### src/rtl/sub_stage_pkg.sv
// Shared definitions for the subtractor result stage: occupancy states and
// condition-flag layout.
package sub_stage_pkg;

  localparam int FLAG_W = 4;

  localparam int FLAG_C = 0;
  localparam int FLAG_Z = 1;
  localparam int FLAG_N = 2;
  localparam int FLAG_V = 3;

  localparam logic [1:0] EMPTY = 2'd0;
  localparam logic [1:0] ONE   = 2'd1;
  localparam logic [1:0] TWO   = 2'd2;

endpackage : sub_stage_pkg

### src/rtl/sub_flag_gen.sv
// Combinational {V, N, Z, C} flag derivation from a subtract result and the
// operand sign bits.
module sub_flag_gen
  import sub_stage_pkg::*;
#(
  parameter int WIDTH = 8
) (
  input  logic [WIDTH-1:0]  inDiff,
  input  logic              inBorrow,
  input  logic              inAMsb,
  input  logic              inBMsb,
  output logic [FLAG_W-1:0] flags
);

  always_comb begin
    flags         = '0;
    flags[FLAG_C] = inBorrow;
    flags[FLAG_Z] = (inDiff == '0);
    flags[FLAG_N] = inDiff[WIDTH-1];
    // Signed overflow: operands differ in sign and result sign disagrees with minuend.
    flags[FLAG_V] = (inAMsb != inBMsb) && (inDiff[WIDTH-1] != inAMsb);
  end

endmodule : sub_flag_gen

### src/rtl/sub_result_stage.sv
// Two-entry registered result stage (head + skid) between the subtractor and
// the writeback/flags consumer.
module sub_result_stage
  import sub_stage_pkg::*;
#(
  parameter int WIDTH = 8,
  parameter int DEPTH = 2
) (
  input  logic              clk,
  input  logic              rst_n,
  input  logic              inValid,
  output logic              inReady,
  input  logic [WIDTH-1:0]  inDiff,
  input  logic              inBorrow,
  input  logic              inAMsb,
  input  logic              inBMsb,
  input  logic              flush,
  output logic              outValid,
  input  logic              outReady,
  output logic [WIDTH-1:0]  outDiff,
  output logic [FLAG_W-1:0] outFlags
);

  generate
    if (DEPTH != 2) begin : gDepthCheck
      $error("sub_result_stage supports DEPTH == 2 only");
    end
  endgenerate

  logic [1:0]        stateReg;
  logic [WIDTH-1:0]  headDiffReg;
  logic [FLAG_W-1:0] headFlagsReg;
  logic [WIDTH-1:0]  skidDiffReg;
  logic [FLAG_W-1:0] skidFlagsReg;
  logic [FLAG_W-1:0] newFlags;
  logic              push;
  logic              pop;

  sub_flag_gen #(
    .WIDTH (WIDTH)
  ) uFlagGen (
    .inDiff   (inDiff),
    .inBorrow (inBorrow),
    .inAMsb   (inAMsb),
    .inBMsb   (inBMsb),
    .flags    (newFlags)
  );

  // Handshake decodes depend on registered state only.
  assign inReady  = (stateReg != TWO);
  assign outValid = (stateReg == ONE) || (stateReg == TWO);
  assign push     = inValid && inReady;
  assign pop      = outValid && outReady;
  assign outDiff  = headDiffReg;
  assign outFlags = headFlagsReg;

  always_ff @(posedge clk or negedge rst_n) begin
    if (!rst_n) begin
      stateReg     <= EMPTY;
      headDiffReg  <= '0;
      headFlagsReg <= '0;
      skidDiffReg  <= '0;
      skidFlagsReg <= '0;
    end else if (flush) begin
      stateReg     <= EMPTY;
      headDiffReg  <= '0;
      headFlagsReg <= '0;
    end else begin
      case (stateReg)
        EMPTY: begin
          if (push) begin
            headDiffReg  <= inDiff;
            headFlagsReg <= newFlags;
            stateReg     <= ONE;
          end
        end
        ONE: begin
          if (push && pop) begin
            headDiffReg  <= inDiff;
            headFlagsReg <= newFlags;
          end else if (push) begin
            skidDiffReg  <= inDiff;
            skidFlagsReg <= newFlags;
            stateReg     <= TWO;
          end else if (pop) begin
            // Zero the head so nothing stale sits on the outputs while empty.
            headDiffReg  <= '0;
            headFlagsReg <= '0;
            stateReg     <= EMPTY;
          end
        end
        TWO: begin
          if (pop) begin
            headDiffReg  <= skidDiffReg;
            headFlagsReg <= skidFlagsReg;
            stateReg     <= ONE;
          end
        end
        default: begin
          headDiffReg  <= '0;
          headFlagsReg <= '0;
          stateReg     <= EMPTY;
        end
      endcase
    end
  end

endmodule : sub_result_stage

### config.mk
export PLATFORM = sky130hd
export DESIGN_NAME = sub_result_stage
export DESIGN_NICKNAME = d
export VERILOG_FILES = /design/src/rtl/sub_stage_pkg.sv /design/src/rtl/sub_flag_gen.sv /design/src/rtl/sub_result_stage.sv
export SDC_FILE = /design/constraint.sdc
export NUM_CORES = 1
export LEC_CHECK = 0
export CAP_MARGIN = 40
export CORE_MARGIN = 2
export CORE_UTILIZATION = 48
export DETAILED_ROUTE_END_ITERATION = 7
export PLACE_DENSITY = 0.78
export SLEW_MARGIN = 20
export SYNTH_ARGS = -nofsm -noshare
export SYNTH_HDL_FRONTEND = slang
export SYNTH_SLANG_ARGS = --single-unit
### constraint.sdc
create_clock -name clk -period 2.4 [get_ports clk]
set_input_delay 0.72 -clock clk [delete_from_list [all_inputs] [get_ports clk]]
set_output_delay 0.72 -clock clk [all_outputs]
set_load 0.01 [all_outputs]
Word-level counts from Yosys, hierarchy flattened
Index checks and enable logic that the tools add are counted.
W data, S select, Z words.
Cells by class
  equal/unequal tests: 11
  multiplexer cells: 21
  bitwise gates (word level): 2
  reduce and logical (&&, ||, !) cells: 10
Operators with widths (count)
  $mux W8: 6
  $mux W4: 6
  $pmux W8 S3: 1
  $mux W2: 6
  $pmux W4 S3: 1
  $reduce_and A4 Y1: 3
  $ne A3 B3 Y1 const B: 3
  $logic_not A8 Y1: 1
  $ne A4 B3 Y1 const B: 2
  $pmux W2 S3: 1
  $logic_and A1 B1 Y1: 4
  $ne A4 B4 Y1 const B: 1
  $eq A2 B1 Y1 const B: 1
  $eq A2 B2 Y1 const B: 1
  $logic_not A2 Y1: 1
  $ne A1 B1 Y1: 2
  $ne A2 B2 Y1 const B: 1
  $not A1 Y1: 2
  $logic_or A1 B1 Y1: 1
Storage, ports and cells
  input bits: 16
  flip-flop bits (word level): 26
  output and inout bits: 14
  word-level logic and storage cells: 49

Depth between registers and ports, before layout
  depth in word-level cells: 8
  mapped depth: 8
  mapped depth without buffers: 6

Modules after synthesis
A second synthesis with hierarchy kept.
Second synthesis, totals
  cell total of the unflattened synthesis: 156
  area total of the unflattened synthesis: 1473.9 µm²
Modules (own cells, without submodules)
  sub_result_stage: instances 1, cells each 148, area each 1423.9 µm², seq. area each 650.6 µm²
  sub_flag_gen: instances 1, cells each 8, area each 50.0 µm², seq. area each 0.0 µm²

Worst setup path before layout
No wires, ideal clock.
  path type: flip-flop to flip-flop
  from: register stateReg[0]
  to: register skidDiffReg[0]
  cell stages (with the launch flop): 8
  buffers on the path: 2
  setup time: 0.125 ns
  setup slack: 0.431 ns
  required time: 2.275 ns
  clock period less this slack: 1.969 ns
  arrival time: 1.844 ns
  cells stage by stage: dfrtp_1 -> inv_1 -> ha_1 -> nand2_1 -> or3b_1 -> buf_2 -> buf_6 -> mux2_4
On the way
  cells in the longest elaborated chain, start to end: 6
  elaborated cells between the ends (all ways): 9
  those cells by class: 3 x eq/ne; 1 x bitwise; 5 x reduce/logical
RTL lines
  from (decl): RTL line sub_result_stage.sv:30  | logic [1:0] stateReg;
  from (signal assigned): RTL line sub_result_stage.sv:59  | stateReg <= EMPTY;
  from (signal assigned): RTL line sub_result_stage.sv:65  | stateReg <= EMPTY;
  from (signal assigned): RTL line sub_result_stage.sv:74  | stateReg <= ONE;
  $eq A2 B1 Y1 / $eq A2 B2 Y1 (equally long branches): RTL line sub_result_stage.sv:51  | assign outValid = (stateReg == ONE) || (stateReg == TWO);
  $logic_or A1 B1 Y1 (*): RTL line sub_result_stage.sv:51
  named net outValid: RTL line sub_result_stage.sv:18  | output logic outValid,
  $logic_and A1 B1 Y1 (*): RTL line sub_result_stage.sv:53  | assign pop = outValid && outReady;
  $logic_and A1 B1 Y1 (*): RTL line sub_result_stage.sv:78  | if (push && pop) begin
  $not A1 Y1 (no source line) (*)
  $reduce_and A4 Y1 (no source line) (*)
  to (signal assigned): RTL line sub_result_stage.sv:82  | skidDiffReg <= inDiff;
  to (decl): RTL line sub_result_stage.sv:33  | logic [WIDTH-1:0] skidDiffReg;
Mark *: on every way through the listed nets, which the timed path passes. The rest lies on a longest branch.
A chain may end at the register's enable or synchronous reset.

Final worst setup path
  from: register stateReg[1]
  to: output port outValid
On the way
  cells in the longest elaborated chain, start to end: 2
  elaborated cells between the ends (all ways): 3
  those cells by class: 2 x eq/ne; 1 x reduce/logical
RTL lines (RTL line)
  $eq A2 B1 Y1 / $eq A2 B2 Y1 (equally long branches): sub_result_stage.sv:51
  $logic_or A1 B1 Y1 (*): sub_result_stage.sv:51
  to (decl): sub_result_stage.sv:18
Mark *: on every way between the ends. The rest lies on a longest branch, timed or not.

==> key figures <==
Route
  – Antenna-violating nets left: 0
  – Mean number of vias per cell: 5.80
  – Drt pass-1 iters: 5
  – DRC violations left: 0
  – Via count: 974
  – WL/cell: 16.8 µm
  – Drt initial violations: 16
  – Post-Route WL: 2830 µm

CTS
  – Clock-pin slew on the worst setup and hold paths: 0.12 ns
  – TritonCTS clock tree: yes
  – H-tree depth: 1
  – Hold Buf Count CTS: 0
  – Clock Sinks: 24
  – Clock buffer depth: 2
  – Clock Latency Late Sink: 0.31 ns
  – CTS Buf Count: 3
  – Clk root buf: clkbuf_4

Logic synthesis
  – Distinct cells, synth: 31
  – Most numerous cell in the Yosys netlist: dfrtp_1
  – Synth Warn #: 0
  – Sequential share of the synthesized area: 0.487
  – Most frequent cells after synthesis: dfrtp_1 (24), a22oi_1 (9), o2bb2ai_1 (9), mux2_2 (6), mux2_4 (6)
  – Post-synthesis simple-gate area fraction: 0.0933
  – Number of synthesized register bits: 24
  – Post-Syn Nets: 121
  – Compound-gate portion of the synthesized area: 0.198
  – Ys flop type: dfrtp_1
  – Top post-synthesis cells by area: dfrtp_1 (49%), mux2_4 (7.3%), o2bb2ai_1 (6.4%)
  – XOR/XNOR share of the synthesized area: 0
  – Syn_area_per_cell: 12.3 µm²
  – Leading area contributor after synthesis: dfrtp_1
  – Post-synth EDFFs: 0
  – Asr flop ratio synth: 1.00
  – Cells after Synth: 100
  – Multiplexer area fraction after synthesis: 0.136
  – Adder-cell share of the synthesized area: 0.0507
  – Largest family of logic cells by synthesized area: compound AO/OA/AOI/OAI gates
  – Share of the synthesized area in the top cell type: 0.487
  – Synthesized area: 0.00123 mm²

Finish
  – ANT cells: 0
  – Seq. cell area: 602 µm²
  – Area of the multi-input gates: 602 µm²
  – Nets@finish: 160
  – Post-route cell area: 0.00167 mm²
  – Fillers: 200
  – Final instance count without filler cells: 168
  – Synth-to-layout area growth: 35.6%
  – Share of layout cells above drive strength 1: 0.217

Global route
  – Met2 Use GR: 0.371
  – Largest net degree at the start of global routing: 25
  – GRT Residual Overflow: 0
  – Most Crowded Layer GR: met2
  – Number of global-route vias before repair: 970
  – M1 GR Usage: 0.285
  – Met3 usage: 0.0273
  – Total GRT Usage: 0.215
  – Initial antenna violation count: 0
  – Global-route wire length before repair: 4510 µm

Die
  – IO Count: 30
  – Rows: 18
  – DIE AREA: 0.00299 mm²
  – Die Ht: 54.7 µm
  – Initial Utilization: 0.503
  – Die X: 54.7 µm
  – Area of the core: 0.00245 mm²

Worst setup path
  – Worst path buffer plus inverter count: 2
  – Worst EP required: 1.68 ns
  – CP max stage cell: clkdlybuf4s50_1
  – CP Max Fanout: 5
  – R2r startpoint: stateReg[1]
  – Worst path arrival time: 1.60 ns
  – WS Path Type: flip-flop to output pin
  – Crit path largest cell delay: 0.53 ns
  – Critical Path Source: stateReg[1]
  – CP startpoint kind: flip-flop
  – Crit-path leading delay family: buffers and inverters
  – CP endpoint kind: output pin
  – Critical path cell sequence: inv_1 > ha_4 > clkdlybuf4s50_1

STA
  – Max Clk Rate: 0.430 GHz
  – # setup viols final: 0
  – Fin crit share: 0.968
  – RSZ-0062 raised after global routing: no
  – Clock Skews: 0.0153 ns
  – Final setup margin: 0.0767 ns
  – Slew @ Worst Pin: 0.374 ns
  – Worst hold slack: 0.500 ns
  – Final hold vios: 0
  – Max-slew headroom: 0.751
  – Min Tclk post-route: 2.32 ns
  – Final Max Slew Viols: 0

Power
  – Worst vdd ir: 0.660 mV
  – Final Power: 1.71 mW
  – Leakage: 0.740 nW
  – Power Density: 1020 mW/mm²

Placement
  – RD Place Congestion: 0.710
  – I/O Buffers: 29
  – Detailed placer's ending HPWL: 2050 µm
  – DP Worst Slack: -0.0614 ns
  – Dpl cell area: 0.00159 mm²
  – DP Cell Count: 162

Hold path
  – Min-delay worst type: flip-flop to flip-flop
  – Hold Path Origin: skidFlagsReg[1]

Run
  – Max_cap viols: 0

Run status
  – Status: finished clean
-- where the power goes --
| part | internal, mW | leakage [nW] | switching, mW | total, mW |
|---|---|---|---|---|
| Sequential | 0.549 | 0.309 | 0.0855 | 0.634 |
| Clock | 0.169 | 0.0279 | 0.120 | 0.288 |
| Combinational | 0.436 | 0.403 | 0.352 | 0.788 |
| Total | 1.15 | 0.740 | 0.557 | 1.71 |
-- worst min-delay path, cell delays in order (launching register included) --
cell,delay (ns)
dfrtp_1,0.36
nand2_1,0.04
o21ai_0,0.06
-- state kept, by name, indices dropped and copies added (netlist names) --
name          cells
outFlags          4
stateReg          2
skidDiffReg       7
skidFlagsReg      4
outDiff           7
-- through the flow --
step                      setup TNS [ns]   util
after global placement                 0  0.647
after floorplan                        0      -
after detailed placement         -0.0636  0.647
after CTS                              0  0.674
after global routing                   0  0.681
final                                  0  0.681
-- timing repair --
| action | CTS | global route |
|---|---|---|
| gates cloned | 0 | 0 |
| setup buffers | 0 | 2 |
| pin swaps | 0 | 0 |
| resized for setup | 2 | 2 |
| endpoints found under the setup margin | 1 | 2 |
-- path summary, 6_finish.rpt --
path	slack, ns	cells after the start	endpoint
min in group asynchronous	0.75	2	outDiff[6]
max in group asynchronous	1.38	2	stateReg[1]
worst min register to register	0.50	2	skidFlagsReg[1]
worst min-delay path	0.50	2	skidFlagsReg[1]
worst max register to register	0.41	6	stateReg[1]
worst max-delay path	0.08	3	outValid
-- cells in the final DEF, fill, tap and decap left out, types with 2 or more instances in the layout --
cell | synthesis | layout
clkdlybuf4s50_1 | 0 | 28
inv_1 | 3 | 2
ha_1 | 5 | 4
mux2_4 | 6 | 6
buf_4 | 1 | 10
o41ai_1 | 2 | 2
o21ai_0 | 3 | 3
nand2_1 | 4 | 4
o2bb2ai_1 | 9 | 9
dfrtp_1 | 24 | 23
a21oi_1 | 2 | 2
o21bai_1 | 3 | 3
mux2_2 | 6 | 6
nand3_1 | 3 | 3
nor2_1 | 2 | 2
clkbuf_4 | 0 | 3
a22oi_1 | 9 | 9
nor4_1 | 2 | 2
-- routing by layer --
layer,vias up,routed length (µm)
li1,458,-
met1,485,1260
met2,29,1420
met3,2,127
met4,0,19
met5,-,0
-- final cells by class --
cell class / instances / share of cell area
clock inverter: 1 / 0.0180
inverter: 3 / 0.00673
multi-input combinational: 68 / 0.360
tap: 30 / 0.0224
timing repair buffer: 39 / 0.220
sequential: 24 / 0.360
clock buffer: 3 / 0.0135
-- kinds of logic after synthesis --
group	after synthesis
AOI/OAI and AO/OA	32
adders and majority gates	5
buffers and inverters	8
and+or+nand+nor	18
DFF	24
muxes	13
Power figures use the tool's default switching activity.
